## config.mk

```make
export PLATFORM = sky130hd
export DESIGN_NAME = rate_ctrl
export DESIGN_NICKNAME = d
export VERILOG_FILES = /design/src/rtl/rate_ctrl_pkg.sv /design/src/rtl/period_counter.sv /design/src/rtl/rate_ctrl.sv
export SDC_FILE = /design/constraint.sdc
export NUM_CORES = 1
export LEC_CHECK = 0
export CORE_MARGIN = 5
export CORE_UTILIZATION = 45
export DETAILED_ROUTE_END_ITERATION = 7
export PLACE_DENSITY = 0.67
export SYNTH_ARGS = -nofsm -noshare
export SYNTH_HDL_FRONTEND = slang
export SYNTH_SLANG_ARGS = --single-unit
```

## constraint.sdc

```tcl
create_clock -name clk -period 3.85 [get_ports clk]
set_input_delay 0.385 -clock clk [delete_from_list [all_inputs] [get_ports clk]]
set_output_delay 0.385 -clock clk [all_outputs]
set_load 0.005 [all_outputs]
```

## src/rtl/rate_ctrl_pkg.sv

```systemverilog
// rate_ctrl shared definitions
// FSM encodings and divisor floor
package rate_ctrl_defs;

  typedef enum logic [1:0] {
    IDLE = 2'd0,
    RUN  = 2'd1,
    STOP = 2'd2
  } state_e;

  localparam int unsigned MIN_DIV = 2;

endpackage

```

## src/rtl/period_counter.sv

```systemverilog
// Reloadable down-counter for the period timebase
// Reloads on the enabled cycle where it sits at zero
module period_counter #(
  parameter int W = 16
) (
  input  logic         clk,
  input  logic         rst_n,
  input  logic         en_i,
  input  logic [W-1:0] reload_i,
  output logic [W-1:0] cnt_o,
  output logic         zero_o
);

  logic [W-1:0] cnt_q;
  logic [W-1:0] cnt_d;

  assign zero_o = (cnt_q == '0);
  assign cnt_o  = cnt_q;

  // Decrement when enabled, reload from zero
  always_comb begin
    cnt_d = cnt_q;
    if (en_i) begin
      cnt_d = zero_o ? reload_i : cnt_q - W'(1);
    end
  end

  // Counter register
  always_ff @(posedge clk or negedge rst_n) begin
    if (!rst_n) begin
      cnt_q <= '0;
    end else begin
      cnt_q <= cnt_d;
    end
  end

endmodule

```

## src/rtl/rate_ctrl.sv

```systemverilog
// Run-time sample-rate controller
// Glitch-free divisor changes, start/stop, bursts
module rate_ctrl
  import rate_ctrl_defs::*;
#(
  parameter int W       = 16,
  parameter int BW      = 8,
  parameter int DIV_RST = 50000
) (
  input  logic          clk,
  input  logic          rst,
  input  logic          start,
  input  logic          stop,
  input  logic [BW-1:0] burst_len,
  input  logic [W-1:0]  div_in,
  input  logic          div_valid,
  output logic          div_ready,
  output logic          tick,
  output logic          slow,
  output logic          busy,
  output logic          done,
  output logic [BW-1:0] tick_cnt
);

  state_e        state_q;
  logic [W-1:0]  div_act_q;
  logic [W-1:0]  shadow_q;
  logic          pend_q;
  logic [BW-1:0] burst_q;
  logic [BW-1:0] tick_cnt_q;
  logic          done_q;

  logic [W-1:0]  cnt;
  logic          zero;
  logic          start_go;
  logic          xfer;
  logic          final_tick;
  logic          exit_run;
  logic [W-1:0]  div_clamp;
  logic [W-1:0]  per_len;
  logic [W-1:0]  reload_d;

  assign busy      = (state_q != IDLE);
  assign tick      = busy && zero;
  assign slow      = busy && (cnt < (div_act_q >> 1));
  assign div_ready = !pend_q;
  assign done      = done_q;
  assign tick_cnt  = tick_cnt_q;

  assign start_go = (state_q == IDLE)
                  && start && !stop;
  assign xfer     = div_valid && div_ready;

  assign div_clamp = (div_in < W'(MIN_DIV))
                   ? W'(MIN_DIV) : div_in;

  assign final_tick = (burst_q != '0)
    && ((tick_cnt_q + BW'(1)) == burst_q);

  // Tick that ends the run in either busy state
  assign exit_run = tick
    && ((state_q == STOP)
     || (state_q == RUN
         && (stop || final_tick)));

  // Length of the period that follows this reload
  always_comb begin
    per_len = div_act_q;
    if (!busy) begin
      per_len = xfer ? div_clamp : div_act_q;
    end else if (pend_q) begin
      per_len = shadow_q;
    end
    reload_d = exit_run ? '0 : per_len - W'(1);
  end

  period_counter #(
    .W (W)
  ) u_per (
    .clk      (clk),
    .rst_n    (rst),
    .en_i     (busy || start_go),
    .reload_i (reload_d),
    .cnt_o    (cnt),
    .zero_o   (zero)
  );

  // FSM, divisor handshake and burst bookkeeping
  always_ff @(posedge clk or negedge rst) begin
    if (!rst) begin
      state_q    <= IDLE;
      div_act_q  <= W'(DIV_RST);
      shadow_q   <= '0;
      pend_q     <= 1'b0;
      burst_q    <= '0;
      tick_cnt_q <= '0;
      done_q     <= 1'b0;
    end else begin
      done_q <= exit_run && final_tick;

      unique case (state_q)
        IDLE: begin
          if (start_go) begin
            state_q    <= RUN;
            burst_q    <= burst_len;
            tick_cnt_q <= '0;
          end
        end
        RUN: begin
          if (exit_run) begin
            state_q <= IDLE;
          end else if (stop) begin
            state_q <= STOP;
          end
        end
        STOP: begin
          if (exit_run) begin
            state_q <= IDLE;
          end
        end
        default: state_q <= IDLE;
      endcase

      if (tick) begin
        tick_cnt_q <= tick_cnt_q + BW'(1);
      end

      if (tick && pend_q) begin
        div_act_q <= shadow_q;
        pend_q    <= 1'b0;
      end

      if (xfer) begin
        if (!busy || exit_run) begin
          div_act_q <= div_clamp;
        end else begin
          shadow_q <= div_clamp;
          pend_q   <= 1'b1;
        end
      end
    end
  end

endmodule

```

# Word-level counts from Yosys, hierarchy flattened
# Cells that the tools add are included.
# classes
eq_ne,6
n_bitwise,1
reduce_logical,27
muxes,20
n_addsub,3
order_cmp,2
# ops
operator,count
16-bit 2-to-1 mux,9
"16-bit by 1-bit subtractor with 16-bit output, second input constant",2
8-bit 2-to-1 mux,3
16-bit zero test,1
16-bit by 15-bit less-than comparator with 1-bit output,1
"16-bit by 2-bit less-than comparator with 1-bit output, second input constant",1
1-bit logical AND,10
"8-bit by 1-bit adder with 8-bit output, second input constant",1
8-bit equality test,1
2-bit 2-to-1 mux,4
8-bit nonzero test,1
2-bit one-hot mux with 3 select lines,1
2-bit AND reduction,3
2-bit nonzero test,3
1-bit logical OR,4
"2-bit != test, second input constant",2
1-bit zero test,3
1-bit 2-to-1 mux,3
"3-bit != test, second input constant",1
3-bit AND reduction,1
"2-bit by 1-bit equality test with 1-bit output, second input constant",1
"2-bit equality test, second input constant",1
2-bit zero test,1
1-bit NOT,1
# totals
ff_bits,68

# Logic depth before layout (Yosys ltp)
# depth
word_depth,10
ltp_mapped,10
ltp_nobuf,9

# Hierarchy
# Synthesis repeated with hierarchy kept, for this count alone.
# unflattened
cells_unflattened,527
hier_area_um2,5031.1
# by_module_without_submodules
module,cells_per_inst,seq_area_each_um2,n_inst,area_per_inst_um2
rate_ctrl,405,1308.8,1,3961.3
period_counter,122,400.4,1,1069.8

# Least setup slack after synthesis
# Ideal clock, no wire load.
# synth_path
kind,register to register
startpoint,register tick_cnt_q[0] (netlist: tick_cnt[0])
endpoint,register shadow_q[12]
setup_slack_ps,1137
path_buffers,1
arrival_ps,2588
stages_incl_launch_ff,10
cell_sequence,dfrtp_1 ha_1 nand2b_1 a21oi_1 a221oi_1 and4_1 a21o_1 a311oi_2 buf_2 mux2_2
# synth_via
elab_chain_len,10
# synth_rtl
element,line_no,source
start: declaration,rate_ctrl.sv:30,logic [BW-1:0] tick_cnt_q;
start signal: assignment,rate_ctrl.sv:125,tick_cnt_q <= tick_cnt_q + BW'(1);
8-bit by 1-bit adder with 8-bit output,rate_ctrl.sv:58,&& ((tick_cnt_q + BW'(1)) == burst_q);
8-bit equality test,rate_ctrl.sv:58,
1-bit logical AND,rate_ctrl.sv:58,
1-bit logical OR,rate_ctrl.sv:64,&& (stop || final_tick)));
1-bit logical AND,rate_ctrl.sv:64,
1-bit logical OR,rate_ctrl.sv:63,|| (state_q == RUN
1-bit logical AND,rate_ctrl.sv:62,&& ((state_q == STOP)
1-bit logical OR,rate_ctrl.sv:134,if (!busy || exit_run) begin
1-bit NOT (no line),-,
2-bit AND reduction (no line),-,
end signal: assignment,rate_ctrl.sv:137,shadow_q <= div_clamp;
end: declaration,rate_ctrl.sv:27,logic [W-1:0] shadow_q;
# No other way between the ends.
# A chain may end at the register's enable or synchronous reset.

# Final worst setup path
# layout_path
startpoint,register div_act_q[2]
endpoint,output slow
# layout_via
elab_chain_len,2
# layout_rtl
element,line_no,source
start: declaration,rate_ctrl.sv:26,logic [W-1:0] div_act_q;
start signal: assignment,rate_ctrl.sv:92,div_act_q <= W'(DIV_RST);
start signal: assignment,rate_ctrl.sv:129,div_act_q <= shadow_q;
start signal: assignment,rate_ctrl.sv:135,div_act_q <= div_clamp;
16-bit by 15-bit less-than comparator with 1-bit output,rate_ctrl.sv:45,assign slow = busy && (cnt < (div_act_q >> 1));
1-bit logical AND,rate_ctrl.sv:45,
end: declaration,rate_ctrl.sv:19,"output logic slow,"
# No other way between the ends.

==> results.cfg <==
[cells_and_area]
area_growth_pct = 17.07
nets = 618
finalCoreUtilization_pct = 53.86
antennaDiodeCount = 0
drive_above_1_share_pct = 12.31
fin_cells = 713

[placed_design]
port_buffers = 41
dp_cells = 697
place_congestion = 0.8710
dpl.hpwl_mm = 9.529

[worst_setup_path]
critical_path_class = reg -> out
crit_family = compound AO/OA/AOI/OAI gates
reg2reg_from = state_q[1]
startpoint_type = flip-flop
cpPeakStageDelay_ps = 500
crit_slowest_cell = clkdlybuf4s50_1
cp_max_fo = 3
required_ps = 3460
path_cells = inv_1 -> ha_1 -> a21o_1 -> a21o_1 -> a21oi_1 -> o21ai_0 -> a221oi_1 -> o21a_1 -> clkdlybuf4s50_1
worst_path_most_repeated_cell = a21o_1
worstSetupEndpointType = primary output
startpoint = div_act_q[2]
worst_ep_arrival_time_ps = 2740
path_buf_inv = 2

[global_routing]
grt_pass1_wl_mm = 20.66
grt-ovfl-total = 0
grt_max_degree = 47
grt_use_total_pct = 20.25
grt_pass1_vias = 4086
antenna_found_initial = 0

[yosys]
yosysWarnings = 0
synth_seq_area_share_pct = 36.15
synth_flop_cell = dfrtp_1
synth_edf_count = 0
ys_ff_latch = 68
synthArstFlopShare_pct = 100.0
ys_types = 66
synth.avg_cell_area_sq_um = 8.938
syn_nets = 575
synth_cells = 529
syn-cell-area_sq_mm = 0.004728

[power_and_ir_drop]
pwr-share-seq_pct = 33.7
power_density_mw_per_mm2 = 733.7
p_switching_mw = 1.756
combinationalPowerShare_pct = 49.0
internal_power_mw = 2.305
p_leak_nw = 2.437
p_sw_share_pct = 43.24
power_frac_clock_pct = 17.3
ir_worst_vdd_uv = 339.1
totalPowerFinal_mw = 4.061

[die]
dieArea_sq_mm = 0.01266
fp.dieW_um = 112.5
die_height_um = 112.5
start_util_pct = 46.01
ios = 42
core-area_sq_mm = 0.01028
rows = 37

[cts]
cts.sink_count = 68
h-tree-depth = 3
clock_tree.buffer_depth = 2
postCtsSetupBuffers = 0
cts_root_buf = clkbuf_8
clk_latency_ps = 360
clk_pin_slew_ps = 80
cts_tree = built
cts_hold_buf = 0
cts_buffers = 9
cts_resized = 0

[worst_hold_path]
hp-class = in -> async

[timing]
finClkSkew_ps = 10.80
setup_viol = 0
fin_tns_setup_ps = 0
final.period_utilization_pct = 81.13
rsz0062_at_grt = no
whs_ps = 7.795
finalHoldViolCount = 0
relSlewSlack_pct = 44.86
tightest_slew_ps = 823.4
fmax_mhz = 320.2
slew_violations = 0
period_minus_slack_ps = 3123

[drt]
drtAntennaViolNets = 0
first_pass_iters = 5
drc = 0
wl_mm = 12.57
drt_iter0_drc = 422
vias = 4159
viasPerCell = 5.833
wl_per_cell_um = 17.62

[run_status]
outcome = finished, final reports clean

[run]
cap_violations = 0
==> routing by layer <==
metal	GRT usage, %	wire (um)	vias to the layer above	part of all wire (%)
met1	26.31	5669	2008	45
met5	0	0	-	0
met2	33.77	6104	121	49
met4	5.689	150	0	1.2
met3	4.798	640	14	5.1
li1	-	-	2016	-
==> worst paths after layout <==
check                                  end  slack, ps  cells past startpoint
min in group clk                burst_q[0]        530                      2
max in group asynchronous     div_act_q[0]       2800                      2
min                             burst_q[2]          8                      1
min reg2reg                     burst_q[0]        530                      2
max                                   slow        730                      9
max reg2reg                u_per.cnt_o[13]        800                      9
==> Yosys cell counts (all sizes together), types with 2 or more instances <==
library cell  number  area share, %
a21o               7            1.1
o22ai              2           0.26
clkbuf            13            1.0
a21boi             2           0.32
inv               27            2.1
o21ai             51            5.4
nor4b              4           0.74
and3               8            1.1
or4                5           0.87
a211oi             2           0.32
mux2              28            6.7
nor2b              5           0.66
a311oi             2           0.50
xnor2             10            1.9
dfrtp             62             33
a22oi              4           0.64
a221oi             3           0.69
o31ai              5           0.79
nand2             65            5.2
ha                17            4.5
nand3             12            1.3
nor4              10            1.6
a2111oi            2           0.37
o41ai              2           0.77
a32oi              3           0.56
o211ai             3           0.48
nor3              15            1.6
mux2i             35            7.4
o21a               4           0.64
a21oi             26            2.8
nand2b             7           0.93
xor2              11            2.0
dfstp              6            3.3
or3                4           0.53
and2               3           0.45
nand4              7           0.93
nor2              31            2.5
buf                8           0.95
==> cells in the final DEF (no fill, tap or decap), types with 2 or more instances in the layout <==
| master | n |
|---|---|
| clkinvlp_4 | 2 |
| clkdlybuf4s50_1 | 40 |
| nor3_1 | 15 |
| dfrtp_1 | 62 |
| mux2_2 | 28 |
| or4_1 | 4 |
| nand2b_1 | 7 |
| xor2_1 | 11 |
| nor2_1 | 30 |
| a22oi_1 | 4 |
| a21oi_1 | 26 |
| nand4_1 | 7 |
| and3_1 | 8 |
| and2_1 | 2 |
| nand2_1 | 65 |
| buf_4 | 12 |
| nor2b_1 | 5 |
| o211ai_1 | 3 |
| clkbuf_8 | 11 |
| dfstp_2 | 6 |
| o31ai_1 | 5 |
| a32oi_1 | 3 |
| bufinv_16 | 2 |
| xnor2_1 | 10 |
| inv_1 | 27 |
| or3_1 | 4 |
| a211oi_1 | 2 |
| a221oi_1 | 2 |
| a21o_1 | 7 |
| mux2i_1 | 35 |
| ha_1 | 17 |
| a2111oi_0 | 2 |
| nand3_1 | 12 |
| nor4_1 | 9 |
| o22ai_1 | 2 |
| o21ai_0 | 51 |
| a21boi_0 | 2 |
| o21a_1 | 4 |
| nor4b_1 | 4 |
==> power groups by stage <==
stage	logic [mW]	registers [mW]	clock network, mW
after floorplan	1.50	1.25	0
after global placement	1.91	1.36	0
after detailed placement	1.96	1.38	0
after CTS	1.98	1.36	0.707
after global routing	2.22	1.42	0.750
final	1.99	1.37	0.702
==> registers in the layout, summed over array words and instances, names as in the netlist <==
name,cells
div_act_q,16
shadow_q,16
u_per.cnt_o,16
burst_q,8
tick_cnt,8
state_q,2
done,1
pend_q,1
==> layout make-up <==
cell class,count,area (sq um)
Timing Repair Buffer,53,495.5
Clock buffer,11,151.4
Inverter,28,105.1
Fill cell,988,4742
Tap cell,136,170.2
Sequential cell,68,1709
Multi-Input combinational cell,412,2820
Clock inverter,5,83.83
==> logic make-up after synthesis <==
kind of cell | Yosys count | share of synthesized area, %
XOR/XNOR | 21 | 3.890
buffers and inverters | 49 | 4.207
AO/OA/AOI/OAI | 129 | 17.65
AND/OR/NAND/NOR | 182 | 19.53
multiplexers | 63 | 14.08
adder cells (fa/ha/maj) | 17 | 4.498
flip-flops | 68 | 36.15
==> metrics by stage <==
step                setup WS, ps  cell area [sq um]
floorplan                   1137               4728
finish                     726.6               5535
global placement           735.7               5300
detailed placement         624.9               5300
CTS                        663.8               5535
global route               541.2               5535
(Power assumes the default switching activity.)
